--- config.mk ---
export PLATFORM = sky130hd
export DESIGN_NAME = avl_bus_arbiter_flat
export DESIGN_NICKNAME = d
export VERILOG_FILES = /design/src/rtl/avl_bus_arbiter_pkg.sv /design/src/rtl/avl_bus_arbiter_if.sv /design/src/rtl/avl_bus_arbiter_id_fifo.sv /design/src/rtl/avl_bus_arbiter.sv /design/src/flat_wrapper.sv
export SDC_FILE = /design/constraint.sdc
export NUM_CORES = 1
export LEC_CHECK = 0
export CAP_MARGIN = 20
export CORE_AREA = 2 2 203 205
export CTS_CLUSTER_SIZE = 28
export DETAILED_ROUTE_END_ITERATION = 12
export DIE_AREA = 0 0 205 207
export HOLD_SLACK_MARGIN = 0.12
export PLACE_DENSITY = 0.42
export SLEW_MARGIN = 0
export SYNTH_ARGS = -nofsm -noshare
export SYNTH_HDL_FRONTEND = slang
export SYNTH_HIERARCHICAL = 1
export SYNTH_SLANG_ARGS = --single-unit
--- constraint.sdc ---
create_clock -name clk -period 3.6 [get_ports clk]
set_input_delay 0.36 -clock clk [delete_from_list [all_inputs] [get_ports clk]]
set_output_delay 0.36 -clock clk [all_outputs]
set_load 0.03 [all_outputs]
--- src/rtl/avl_bus_arbiter_pkg.sv ---
// Shared types and helpers for the Avalon bus arbiter.
//   MASTER_NUM  : number of master ports. Rebuild this package to change it.
//   master_id_t : index of one master port.
//   arb_state_e : arbiter states (ARB = free to arbitrate, HOLD = locked on one master).
//   pick_t      : result of a round-robin search.
//   rr_pick     : first set request at or above ptr, wrapping modulo MASTER_NUM.
//   rr_next     : ptr + 1, wrapping modulo MASTER_NUM.
package avl_arb_pkg;
  localparam int MASTER_NUM = 4;
  localparam int MID_W      = (MASTER_NUM > 1) ? $clog2(MASTER_NUM) : 1;

  typedef logic [MID_W-1:0] master_id_t;
  typedef enum logic {ARB = 1'b0, HOLD = 1'b1} arb_state_e;

  typedef struct packed {
    logic       vld;
    master_id_t id;
  } pick_t;

  // Rotate the request vector so that ptr lands on bit 0. The loop walks
  // downward, so the lowest rotated position (closest to ptr) wins.
  function automatic pick_t rr_pick(input logic [MASTER_NUM-1:0] req,
                                    input master_id_t ptr);
    logic [2*MASTER_NUM-1:0] dbl;
    pick_t p;
    p   = '0;
    dbl = {req, req} >> ptr;
    for (int k = MASTER_NUM - 1; k >= 0; k--) begin
      if (dbl[k]) begin
        p.vld = 1'b1;
        p.id  = master_id_t'((int'(ptr) + k) % MASTER_NUM);
      end
    end
    return p;
  endfunction

  function automatic master_id_t rr_next(input master_id_t id);
    return (int'(id) == MASTER_NUM - 1) ? '0 : id + 1'b1;
  endfunction
endpackage

--- src/rtl/avl_bus_arbiter_if.sv ---
// Avalon-style command/response bundle, N ports wide.
//   address/byte_en/read/write/write_data : command, driven by the master side
//   request_ready                         : command accepted, driven by the slave side
//   read_data/read_data_valid             : read response, driven by the slave side
//   resp_ready                            : response accepted, driven by the master side
// The arbiter takes the slave modport of an N=MASTER_NUM bundle and the
// master modport of an N=1 bundle.
interface avl_bus_arbiter_if #(
  parameter int N      = 1,
  parameter int ADDR_W = 32,
  parameter int DATA_W = 32
);
  localparam int BE_W = DATA_W / 8;

  logic [N-1:0][ADDR_W-1:0] address;
  logic [N-1:0][BE_W-1:0]   byte_en;
  logic [N-1:0]             read;
  logic [N-1:0]             write;
  logic [N-1:0][DATA_W-1:0] write_data;
  logic [N-1:0]             request_ready;
  logic [N-1:0][DATA_W-1:0] read_data;
  logic [N-1:0]             read_data_valid;
  logic [N-1:0]             resp_ready;

  modport master (
    output address, byte_en, read, write, write_data, resp_ready,
    input  request_ready, read_data, read_data_valid
  );
  modport slave (
    input  address, byte_en, read, write, write_data, resp_ready,
    output request_ready, read_data, read_data_valid
  );
endinterface

--- src/rtl/avl_bus_arbiter_id_fifo.sv ---
// In-order FIFO of master ids for reads that are still outstanding.
//   clk, rest : clock, async active-low reset (empties the FIFO)
//   push      : write push_id at the tail (ignored while full)
//   pop       : drop the head entry (ignored while empty)
//   head_id   : oldest id. Only meaningful while !empty.
//   count     : number of entries held
//   full      : count == DEPTH
//   empty     : count == 0
// DEPTH must be a power of two so that the pointers wrap naturally.
module avl_arb_id_fifo #(
  parameter int DEPTH = 4,
  parameter int ID_W  = 2
) (
  input  logic                   clk,
  input  logic                   rest,
  input  logic                   push,
  input  logic [ID_W-1:0]        push_id,
  input  logic                   pop,
  output logic [ID_W-1:0]        head_id,
  output logic [$clog2(DEPTH):0] count,
  output logic                   full,
  output logic                   empty
);
  localparam int PW = $clog2(DEPTH);
  localparam logic [PW:0] DEPTH_C = DEPTH[PW:0];

  logic [ID_W-1:0] mem [DEPTH];
  logic [PW-1:0]   wr_ptr, rd_ptr;
  logic            do_push, do_pop;

  assign do_push = push & ~full;
  assign do_pop  = pop & ~empty;
  assign full    = (count == DEPTH_C);
  assign empty   = (count == '0);
  assign head_id = mem[rd_ptr];

  always_ff @(posedge clk) begin
    if (do_push) mem[wr_ptr] <= push_id;
  end

  always_ff @(posedge clk or negedge rest) begin
    if (!rest) begin
      wr_ptr <= '0;
      rd_ptr <= '0;
      count  <= '0;
    end else begin
      if (do_push) wr_ptr <= wr_ptr + 1'b1;
      if (do_pop)  rd_ptr <= rd_ptr + 1'b1;
      case ({do_push, do_pop})
        2'b10:   count <= count + 1'b1;
        2'b01:   count <= count - 1'b1;
        default: ;
      endcase
    end
  end
endmodule

--- src/rtl/avl_bus_arbiter.sv ---
// Shares one Avalon-style slave port between MASTER_NUM masters.
//   clk, rest            : clock, async active-low reset
//   m_bus (slave mp)     : per-master commands in. request_ready is one-hot or
//                          zero. read_data is broadcast to every master.
//                          read_data_valid is one-hot at the issuing master.
//   s_bus (master mp)    : the single downstream command/response port (N=1)
//   err_unexpected_resp  : sticky. A response arrived with no read outstanding.
// Grant is combinational round-robin. A command the slave does not take at
// once locks the arbiter onto that master until it is taken. Reads are
// queued by master id so that responses route back in order.
module avl_bus_arbiter
  import avl_arb_pkg::*;
#(
  parameter int OUTSTANDING_MAX = 4,
  parameter int ADDR_W          = 32,
  parameter int DATA_W          = 32
) (
  input  logic              clk,
  input  logic              rest,
  avl_bus_arbiter_if.slave  m_bus,
  avl_bus_arbiter_if.master s_bus,
  output logic              err_unexpected_resp
);
  localparam int CW = $clog2(OUTSTANDING_MAX) + 1;
  localparam logic [CW-1:0] OM_C  = OUTSTANDING_MAX[CW-1:0];
  localparam logic [0:0]   S_ARB  = 1'(ARB);
  localparam logic [0:0]   S_HOLD = 1'(HOLD);

  logic [0:0]            state;
  master_id_t            rr_ptr, locked_id, gnt_id, head_id;
  logic                  gnt_vld, accept;
  logic [MASTER_NUM-1:0] req, elig;
  pick_t                 pick;
  logic [CW-1:0]         fifo_count;
  logic                  fifo_full, fifo_empty, fifo_push, fifo_pop;

  // A master that sets read and write together is treated as a reader.
  // Reads need a free FIFO slot now. A pop in this cycle does not count.
  for (genvar i = 0; i < MASTER_NUM; i++) begin : g_lane
    assign req[i]  = m_bus.read[i] | m_bus.write[i];
    assign elig[i] = m_bus.read[i] ? (fifo_count < OM_C) : m_bus.write[i];
  end

  assign pick = rr_pick(elig, rr_ptr);

  // A held command is still eligible because nothing can push while locked.
  // rest gates the grant so that nothing reaches the slave while in reset.
  always_comb begin
    gnt_id  = pick.id;
    gnt_vld = rest & pick.vld;
    if (state == S_HOLD) begin
      gnt_id  = locked_id;
      gnt_vld = rest & req[locked_id];
    end
  end

  assign accept             = gnt_vld & s_bus.request_ready[0];
  assign s_bus.address      = m_bus.address[gnt_id];
  assign s_bus.byte_en      = m_bus.byte_en[gnt_id];
  assign s_bus.write_data   = m_bus.write_data[gnt_id];
  assign s_bus.read         = gnt_vld & m_bus.read[gnt_id];
  assign s_bus.write        = gnt_vld & m_bus.write[gnt_id] & ~m_bus.read[gnt_id];

  always_comb begin
    m_bus.request_ready = '0;
    if (gnt_vld) m_bus.request_ready[gnt_id] = s_bus.request_ready[0];
  end

  // Response routing. With nothing outstanding the slave is drained.
  always_comb begin
    m_bus.read_data_valid = '0;
    if (!fifo_empty) m_bus.read_data_valid[head_id] = s_bus.read_data_valid[0];
  end

  for (genvar i = 0; i < MASTER_NUM; i++) begin : g_rdata
    assign m_bus.read_data[i] = s_bus.read_data[0];
  end

  assign s_bus.resp_ready = fifo_empty ? 1'b1 : m_bus.resp_ready[head_id];
  assign fifo_push        = s_bus.read[0] & accept & ~fifo_full;
  assign fifo_pop         = s_bus.read_data_valid[0] & s_bus.resp_ready[0] & ~fifo_empty;

  avl_arb_id_fifo #(
    .DEPTH (OUTSTANDING_MAX),
    .ID_W  (MID_W)
  ) u_id_fifo (
    .clk     (clk),
    .rest    (rest),
    .push    (fifo_push),
    .push_id (gnt_id),
    .pop     (fifo_pop),
    .head_id (head_id),
    .count   (fifo_count),
    .full    (fifo_full),
    .empty   (fifo_empty)
  );

  always_ff @(posedge clk or negedge rest) begin
    if (!rest) begin
      state     <= S_ARB;
      rr_ptr    <= '0;
      locked_id <= '0;
    end else begin
      case (state)
        S_ARB: begin
          if (gnt_vld) begin
            if (s_bus.request_ready[0]) begin
              rr_ptr <= rr_next(gnt_id);
            end else begin
              state     <= S_HOLD;
              locked_id <= gnt_id;
            end
          end
        end
        default: begin
          if (!req[locked_id]) begin
            state <= S_ARB;
            assert (1'b0) else $error("avl_bus_arbiter: held master %0d dropped its request", locked_id);
          end else if (s_bus.request_ready[0]) begin
            state  <= S_ARB;
            rr_ptr <= rr_next(locked_id);
          end
        end
      endcase
    end
  end

  always_ff @(posedge clk or negedge rest) begin
    if (!rest) err_unexpected_resp <= 1'b0;
    else if (s_bus.read_data_valid[0] && fifo_empty) err_unexpected_resp <= 1'b1;
  end

  always_ff @(posedge clk) begin
    if (rest) begin
      for (int i = 0; i < MASTER_NUM; i++)
        assert (!(m_bus.read[i] && m_bus.write[i]))
          else $error("avl_bus_arbiter: master %0d set read and write together", i);
    end
  end
endmodule

--- src/flat_wrapper.sv ---
// flat-port wrapper written by rule: the top's interface ports become plain ports
module avl_bus_arbiter_flat import avl_arb_pkg::*;
#(
  parameter int OUTSTANDING_MAX = 4,
  parameter int ADDR_W          = 32,
  parameter int DATA_W          = 32
)
  (clk, rest, err_unexpected_resp, m_bus_address, m_bus_byte_en, m_bus_read, m_bus_write, m_bus_write_data, m_bus_resp_ready, m_bus_request_ready, m_bus_read_data, m_bus_read_data_valid, s_bus_address, s_bus_byte_en, s_bus_read, s_bus_write, s_bus_write_data, s_bus_resp_ready, s_bus_request_ready, s_bus_read_data, s_bus_read_data_valid);
  avl_bus_arbiter_if #(.N(MASTER_NUM), .ADDR_W(ADDR_W), .DATA_W(DATA_W)) m_bus_i ();
  avl_bus_arbiter_if #(.N(1), .ADDR_W(ADDR_W), .DATA_W(DATA_W)) s_bus_i ();
  input  logic clk;
  input  logic rest;
  output logic err_unexpected_resp;
  input wire logic [$bits(m_bus_i.address)-1:0] m_bus_address;
  input wire logic [$bits(m_bus_i.byte_en)-1:0] m_bus_byte_en;
  input wire logic [$bits(m_bus_i.read)-1:0] m_bus_read;
  input wire logic [$bits(m_bus_i.write)-1:0] m_bus_write;
  input wire logic [$bits(m_bus_i.write_data)-1:0] m_bus_write_data;
  input wire logic [$bits(m_bus_i.resp_ready)-1:0] m_bus_resp_ready;
  output wire logic [$bits(m_bus_i.request_ready)-1:0] m_bus_request_ready;
  output wire logic [$bits(m_bus_i.read_data)-1:0] m_bus_read_data;
  output wire logic [$bits(m_bus_i.read_data_valid)-1:0] m_bus_read_data_valid;
  output wire logic [$bits(s_bus_i.address)-1:0] s_bus_address;
  output wire logic [$bits(s_bus_i.byte_en)-1:0] s_bus_byte_en;
  output wire logic [$bits(s_bus_i.read)-1:0] s_bus_read;
  output wire logic [$bits(s_bus_i.write)-1:0] s_bus_write;
  output wire logic [$bits(s_bus_i.write_data)-1:0] s_bus_write_data;
  output wire logic [$bits(s_bus_i.resp_ready)-1:0] s_bus_resp_ready;
  input wire logic [$bits(s_bus_i.request_ready)-1:0] s_bus_request_ready;
  input wire logic [$bits(s_bus_i.read_data)-1:0] s_bus_read_data;
  input wire logic [$bits(s_bus_i.read_data_valid)-1:0] s_bus_read_data_valid;
  assign m_bus_i.address = m_bus_address;
  assign m_bus_i.byte_en = m_bus_byte_en;
  assign m_bus_i.read = m_bus_read;
  assign m_bus_i.write = m_bus_write;
  assign m_bus_i.write_data = m_bus_write_data;
  assign m_bus_i.resp_ready = m_bus_resp_ready;
  assign m_bus_request_ready = m_bus_i.request_ready;
  assign m_bus_read_data = m_bus_i.read_data;
  assign m_bus_read_data_valid = m_bus_i.read_data_valid;
  assign s_bus_address = s_bus_i.address;
  assign s_bus_byte_en = s_bus_i.byte_en;
  assign s_bus_read = s_bus_i.read;
  assign s_bus_write = s_bus_i.write;
  assign s_bus_write_data = s_bus_i.write_data;
  assign s_bus_resp_ready = s_bus_i.resp_ready;
  assign s_bus_i.request_ready = s_bus_request_ready;
  assign s_bus_i.read_data = s_bus_read_data;
  assign s_bus_i.read_data_valid = s_bus_read_data_valid;
  avl_bus_arbiter #(.OUTSTANDING_MAX(OUTSTANDING_MAX), .ADDR_W(ADDR_W), .DATA_W(DATA_W)) u_core (.clk(clk), .rest(rest), .m_bus(m_bus_i), .s_bus(s_bus_i), .err_unexpected_resp(err_unexpected_resp));
endmodule
==> results_dict.tcl, run 1 <==
set metrics [dict create \
    holdPathEnd "u_core/err_unexpected_resp$_DFFE_PN0P_" \
    maxCapViolations 0 \
    finalHoldViolCount 0 \
    slew_violations 0 \
    startpoint_type "input pin" \
    total_power_w 0.006664 \
    mostFrequentLayoutCells "clkdlybuf4s50_1 (293), mux2i_1 (206), buf_4 (74)" \
    max_slew_margin 0.5704 \
    antennaDiodeCount 0 \
    power_leakage_nw 3.959 \
    rrSetupSlack_ns 0.37 \
    cts.sinks 21 \
    rows 74 \
    grt-busiest-layer "met2" \
    synth_area_mm2 0.004752 \
    cts_root_buf "clkbuf_16" \
    ys_ff_latch 21 \
    drive_gt1_frac 0.1658 \
    htreeDepth 1 \
    hold_depth 1 \
    synth_enable_flop_cells 8 \
    met2_usage 0.1613 \
    port_buffers 367 \
    drt_iter0_markers 86 \
    path_max_fanout 28 \
    grt_max_degree 60 \
    gp_congestion 0.8389 \
    vias 4482 \
    critPathCaptureType "primary output" \
    seqCellArea_um2 565.5 \
    nets 1084 \
    fillers 4513 \
    clock.fmax_mhz 288.4 \
    track_usage 0.09233 \
    min_from "u_core/err_unexpected_resp$_DFFE_PN0P_" \
    overflow 0 \
    hold_path_class "flop to flop" \
    post-dp-hpwl_um 18310 \
    period_share 0.9633 \
    routed_wl_um 20850 \
    fin_ws_ns 0.1322 \
    ys_warn_count 6 \
    area_delta_synth_final_pct 76.09 \
    die-width_um 205 \
    stdcell_count 1286 \
    routed_via_density 3.485 \
    dieHeight_um 207 \
    critPathRequiredTime_ns 3.24 \
    outcome "complete, no violations" \
    peakVddDrop_uv 732.7 \
    clkTransAtPathRegs_ns 0.06 \
    final_antenna_net_count 0 \
    worstSkewPairLatency_ns 0.25 \
    synth.distinct_cells 60 \
    ff2ff_path_depth 14 \
    first_global_vias 4865 \
    final_util 0.2073 \
    die_area_mm2 0.04244 \
    use_met3 0.03886 \
    finalClockSkew_ns 0.003699 \
    critPathKind "input pin to primary output" \
    core_area_mm2 0.04037 \
    drc_errors 0 \
    netlist_instances 507 \
    post-place-ws_ns -0.03293 \
    multi_input_area_mm2 0.002993 \
    routedWlPerCell_um 16.22 \
    initial_core_util 0.1177 \
    p_per_area_mw_per_mm2 796.3 \
    grtUsageMet1 0.1045 \
    clockBufferDepth 2 \
    rsz0062_at_grt "false" \
    timing.rr.start "u_core/u_id_fifo/count[2]$_DFFE_PN0P_" \
    grt_pass1_wl_um 29650 \
    synth_fp_nets 836 \
    syn_avg_cell_area_um2 9.373 \
    worstPathArrival_ns 3.11 \
    worst_slew_pin_slew_ns 0.6445 \
    ios 528 \
    antenna_found_initial 0 \
    numCtsBuffers 3 \
    post-cts-setup-buffers 0 \
    dpl.cell_count 1282 \
    cts_tree "done" \
    r2r_end "u_core/u_id_fifo/count[2]$_DFFE_PN0P_" \
    dr.pass1.iters 4 \
    setup_viol 0 \
    synth-async-reset-ratio 0.6190 \
    synth_seq_area_share 0.1190 \
    period_minus_slack_ns 3.468 \
    final_common_cell "clkdlybuf4s50_1" \
    synthFlopType "dfrtp_1" \
]
==> area by class of cell <==
cell class	count	area share
Clock buffer	3	0.008971
Clock inverter	1	0.0005981
Inverter	11	0.005831
Multi-Input combinational cell	323	0.3577
Sequential cell	21	0.06758
Tap cell	532	0.07955
Timing Repair Buffer	395	0.4798
==> sequential cells by signal (all words and copies together), names as in the netlist <==
register                    flops
u_core/locked_id                2
u_core/state                    1
u_core/u_id_fifo/rd_ptr         2
u_core/u_id_fifo/wr_ptr         2
u_core/u_id_fifo/mem            8
u_core/u_id_fifo/count          3
u_core/err_unexpected_resp      1
u_core/rr_ptr                   2
==> metal layers <==
layer,vias to the layer above,share of wire
met5,-,0
met4,0,0.019
met3,20,0.10
met2,295,0.49
met1,1981,0.39
li1,2186,-
==> how the worst max path moves through the flow <==
| stage | from | endpoint | slack, ns | cells after the start |
|---|---|---|---|---|
| final | m_bus_read[3] | s_bus_address[4] | 0.13 | 11 |
| after global routing | m_bus_write[2] | m_bus_request_ready[0] | 0.003 | 11 |
| after CTS | m_bus_read[1] | s_bus_read | 0.007 | 9 |
| after detailed placement | m_bus_read[1] | u_core/u_id_fifo/count[2]$_DFFE_PN0P_ | -0.03 | 15 |
| after global placement | m_bus_read[1] | u_core/u_id_fifo/count[2]$_DFFE_PN0P_ | -0.04 | 16 |
| after floorplan | u_core/u_id_fifo/count[2]$_DFFE_PN0P_ | u_core/u_id_fifo/count[2]$_DFFE_PN0P_ | 0.48 | 16 |
==> synth_stat cells, types with 2 or more instances <==
cell type / n / share of area
nand2b_1: 3 / 0.0039
inv_1: 9 / 0.0071
edfxtp_1: 8 / 0.051
a211oi_1: 2 / 0.0032
nor2b_1: 4 / 0.0053
o31a_1: 3 / 0.0055
mux2_2: 2 / 0.0047
buf_4: 128 / 0.20
xnor2_1: 3 / 0.0055
mux2i_1: 206 / 0.43
a211o_1: 2 / 0.0037
and2_1: 4 / 0.0053
ha_1: 8 / 0.021
nand3_1: 3 / 0.0032
a31oi_1: 2 / 0.0026
nor3b_1: 2 / 0.0032
o211ai_1: 2 / 0.0032
dfrtp_1: 13 / 0.068
mux4_2: 4 / 0.019
nor3_1: 3 / 0.0032
o21ai_0: 6 / 0.0063
xor2_1: 3 / 0.0055
nand2_1: 13 / 0.010
a21oi_1: 2 / 0.0021
buf_6: 13 / 0.031
buf_2: 9 / 0.0095
nor2_1: 15 / 0.012
and2_2: 2 / 0.0032
inv_2: 2 / 0.0016
==> stage by stage <==
| step | instance area [um^2] | setup TNS (ns) | hold WS (ns) |
|---|---|---|---|
| 3_5_place_dp | 8257 | -0.03293 | 0.4512 |
| 3_3_place_gp | 8257 | -0.03766 | 0.4443 |
| 6_report | 8368 | 0 | 0.4621 |
| 4_1_cts | 8337 | 0 | 0.4657 |
| 5_1_grt | 8368 | 0 | 0.4925 |
| 2_1_floorplan | 4752 | 0 | 0.06441 |
==> repair_timing <==
action                     CTS  global route
hold buffers                 0             0
hold endpoints to repair     0             0
setup endpoints to repair    0            41
gates resized for setup      0             7
==> worst max-delay path, cell delays in order <==
cell             delay, ns
clkdlybuf4s50_1       0.48
nand2b_1              0.25
a21bo_2               0.23
a221o_1               0.36
o221ai_4              0.26
inv_6                 0.08
buf_12                0.17
buf_12                0.21
mux2i_1               0.14
mux2i_1               0.28
buf_4                 0.22
==> logic make-up after synthesis <==
family                   count (synthesis)  share of synthesized area
adder cells (fa/ha/maj)                  9                    0.02528
XOR/XNOR                                 6                    0.01106
AO/OA/AOI/OAI                           36                    0.06162
multiplexers                           213                     0.4608
AND/OR/NAND/NOR                         59                    0.06951
buffers and inverters                  163                     0.2528
flip-flops                              21                     0.1190
==> power by group <==
group	switching, W	internal, W
Sequential	0.000121	0.000344
Combinational	0.00315	0.00281
Clock	0.0000864	0.000149
Total	0.00336	0.00330
No activity file was read; power rests on OpenSTA's default activity.
==> run 2, diff against run 1 <==
- CELL_PAD_IN_SITES_DETAIL_PLACEMENT: unset -> 0
- CELL_PAD_IN_SITES_GLOBAL_PLACEMENT: unset -> 2
- CORE_AREA: 2 2 203 205 -> 2 2 205 207
- DIE_AREA: 0 0 205 207 -> 0 0 207 209
- PLACE_DENSITY: 0.42 -> 0.73
==> run 2 against run 1 <==
Total power up 6.6%. Critical endpoint is now s_bus_byte_en[2]. Flip-flop and latch count unchanged. Non-clock buffer count up 9. Worst setup slack better by 0.0020 ns. Core utilization up 0.20 points. Wire length up 0.21%. Global-route usage down 0.54 points. Sequential power about the same. Critical path depth up 1. Clock skew down 0.0023 ns.
==> results_dict.tcl, run 2 (synthesis results as in run 1) <==
set metrics [dict create \
    area_delta_synth_final_pct 81.86 \
    fin_ws_ns 0.1343 \
    pwr-share-seq 0.065 \
    rsz0062_at_grt "false" \
    mostFrequentLayoutCells "clkdlybuf4s50_1 (294), mux2i_1 (198), buf_4 (71)" \
    total_power_w 0.007105 \
    first_global_vias 4814 \
    cts_root_buf "clkbuf_16" \
    fillers 4612 \
    routedWlPerCell_um 16.05 \
    critPathCaptureType "primary output" \
    finalClockSkew_ns 0.001359 \
    worstSkewPairLatency_ns 0.25 \
    worstPathArrival_ns 3.11 \
    grt_pass1_wl_um 28990 \
    outcome "complete, no violations" \
    max_slew_margin 0.5840 \
    final_common_cell "clkdlybuf4s50_1" \
    startpoint_type "input pin" \
    drive_gt1_frac 0.1940 \
    period_minus_slack_ns 3.466 \
    routed_wl_um 20900 \
    worst_slew_pin_slew_ns 0.6240 \
    intPower_w 0.003612 \
    cts-hold-fix-buffers 0 \
    ios 528 \
    core_area_mm2 0.04129 \
    slew_violations 0 \
    vias 4556 \
    post-place-ws_ns -0.06209 \
    gp_congestion 0.8145 \
    die_area_mm2 0.04326 \
    ff2ff_path_depth 16 \
    power.share.clock 0.033 \
    numCtsBuffers 3 \
    placed_cell_area_mm2 0.008461 \
    peakVddDrop_uv 382.2 \
    overflow 0 \
    cts.sinks 21 \
    finalHoldViolCount 0 \
    die-width_um 207 \
    final_util 0.2093 \
    clock.fmax_mhz 288.5 \
    critPathKind "input pin to primary output" \
    dieHeight_um 209 \
    sw_frac_of_total 0.4916 \
    post-cts-setup-buffers 0 \
    drt_iter0_markers 142 \
    initial_core_util 0.1151 \
    period_share 0.9627 \
    track_usage 0.08690 \
    critPathRequiredTime_ns 3.24 \
    nets 1093 \
    hold_path_class "input pin to async pin" \
    grt_max_degree 62 \
    drc_errors 0 \
    post-dp-hpwl_um 17970 \
    routed_via_density 3.499 \
    htreeDepth 1 \
    maxCapViolations 0 \
    rows 75 \
    antenna_found_initial 1 \
    final_antenna_net_count 0 \
    path_max_fanout 18 \
    final_area_mm2 0.008642 \
    dr.pass1.iters 4 \
    power_leakage_nw 4.017 \
    regMostFlops "u_core/u_id_fifo/mem" \
    antennaDiodeCount 0 \
    largest_reg_flops 8 \
    clockBufferDepth 2 \
    p_sw_w 0.003493 \
    combPwrFrac 0.902 \
    p_per_area_mw_per_mm2 822.1 \
    port_buffers 367 \
    clkTransAtPathRegs_ns 0.06 \
    cts_tree "done" \
    setup_viol 0 \
    reg_top3 "u_core/u_id_fifo/mem (8), u_core/u_id_fifo/count (3)" \
]
[run 2: cell types whose count changed in the layout (fill, tap and decap cells not counted), moves of 2 or more]
cell	delta
buf_4	-3
nor2b_2	+2
dlymetal6s2s_1	-2
mux2i_1	-8
mux2i_2	+8
nor2b_1	-2
buf_12	+11
[run 2: per-layer routing]
layer / global-route usage / part of all wire / vias to the layer above
met5: 0 / 0.00057 / -
met3: 0.04193 / 0.11 / 14
met2: 0.1526 / 0.49 / 287
met1: 0.09562 / 0.38 / 2053
li1: - / - / 2200
met4: 0.01552 / 0.015 / 2
[run 2: timing repair]
| action | CTS | global route |
|---|---|---|
| endpoints found under the setup margin | 4 | 19 |
| cloned | 0 | 1 |
| gates resized for setup | 3 | 16 |
[run 2: metrics by stage]
step / cells / TNS (ns) / hold WS, ns
after CTS: 1301 / 0 / 0.4560
after global placement: 1297 / -0.002433 / 0.4437
after global routing: 1302 / 0 / 0.4833
after detailed placement: 1297 / -0.09720 / 0.4535
final: 1302 / 0 / 0.4489
after floorplan: 507 / 0 / 0.06441
[run 2: final cells by class]
type | count | area [um^2] | area share
Timing Repair Buffer | 404 | 4234 | 0.4899
Multi-Input combinational cell | 323 | 3039 | 0.3517
Tap cell | 539 | 674.4 | 0.07804
Sequential cell | 21 | 565.5 | 0.06544
Clock buffer | 3 | 75.07 | 0.008687
Inverter | 11 | 48.80 | 0.005646
Clock inverter | 1 | 5.005 | 0.0005791
[run 2: power by group through the flow]
stage	registers (W)	logic (W)	clock network (W)
5_1_grt	0.000479	0.00679	0.000251
6_report	0.000462	0.00641	0.000236
3_3_place_gp	0.000463	0.00633	0
2_1_floorplan	0.000437	0.00391	0
3_5_place_dp	0.000465	0.00636	0
4_1_cts	0.000461	0.00640	0.000239
[run 2: final timing paths]
kind | start | to | slack [ns]
worst min register to register | u_core/err_unexpected_resp$_DFFE_PN0P_ | u_core/err_unexpected_resp$_DFFE_PN0P_ | 0.45
worst max register to register | u_core/u_id_fifo/count[2]$_DFFE_PN0P_ | u_core/u_id_fifo/count[2]$_DFFE_PN0P_ | 0.46
worst min-delay path | rest | u_core/u_id_fifo/count[2]$_DFFE_PN0P_ | 0.45
min in group clk | u_core/err_unexpected_resp$_DFFE_PN0P_ | u_core/err_unexpected_resp$_DFFE_PN0P_ | 0.45
worst max-delay path | m_bus_read[0] | s_bus_byte_en[2] | 0.13
max in group asynchronous | rest | u_core/state$_DFF_PN0_ | 2.98
[run 2: critical path: stages]
cell and delay (ns):
clkdlybuf4s50_1 0.48, nor2b_2 0.20, or2_0 0.23, a221o_1 0.41, o221ai_4 0.23, buf_12 0.14, inv_6 0.03, buf_12 0.14
buf_12 0.18, mux2i_1 0.12, mux2i_1 0.34, buf_12 0.18
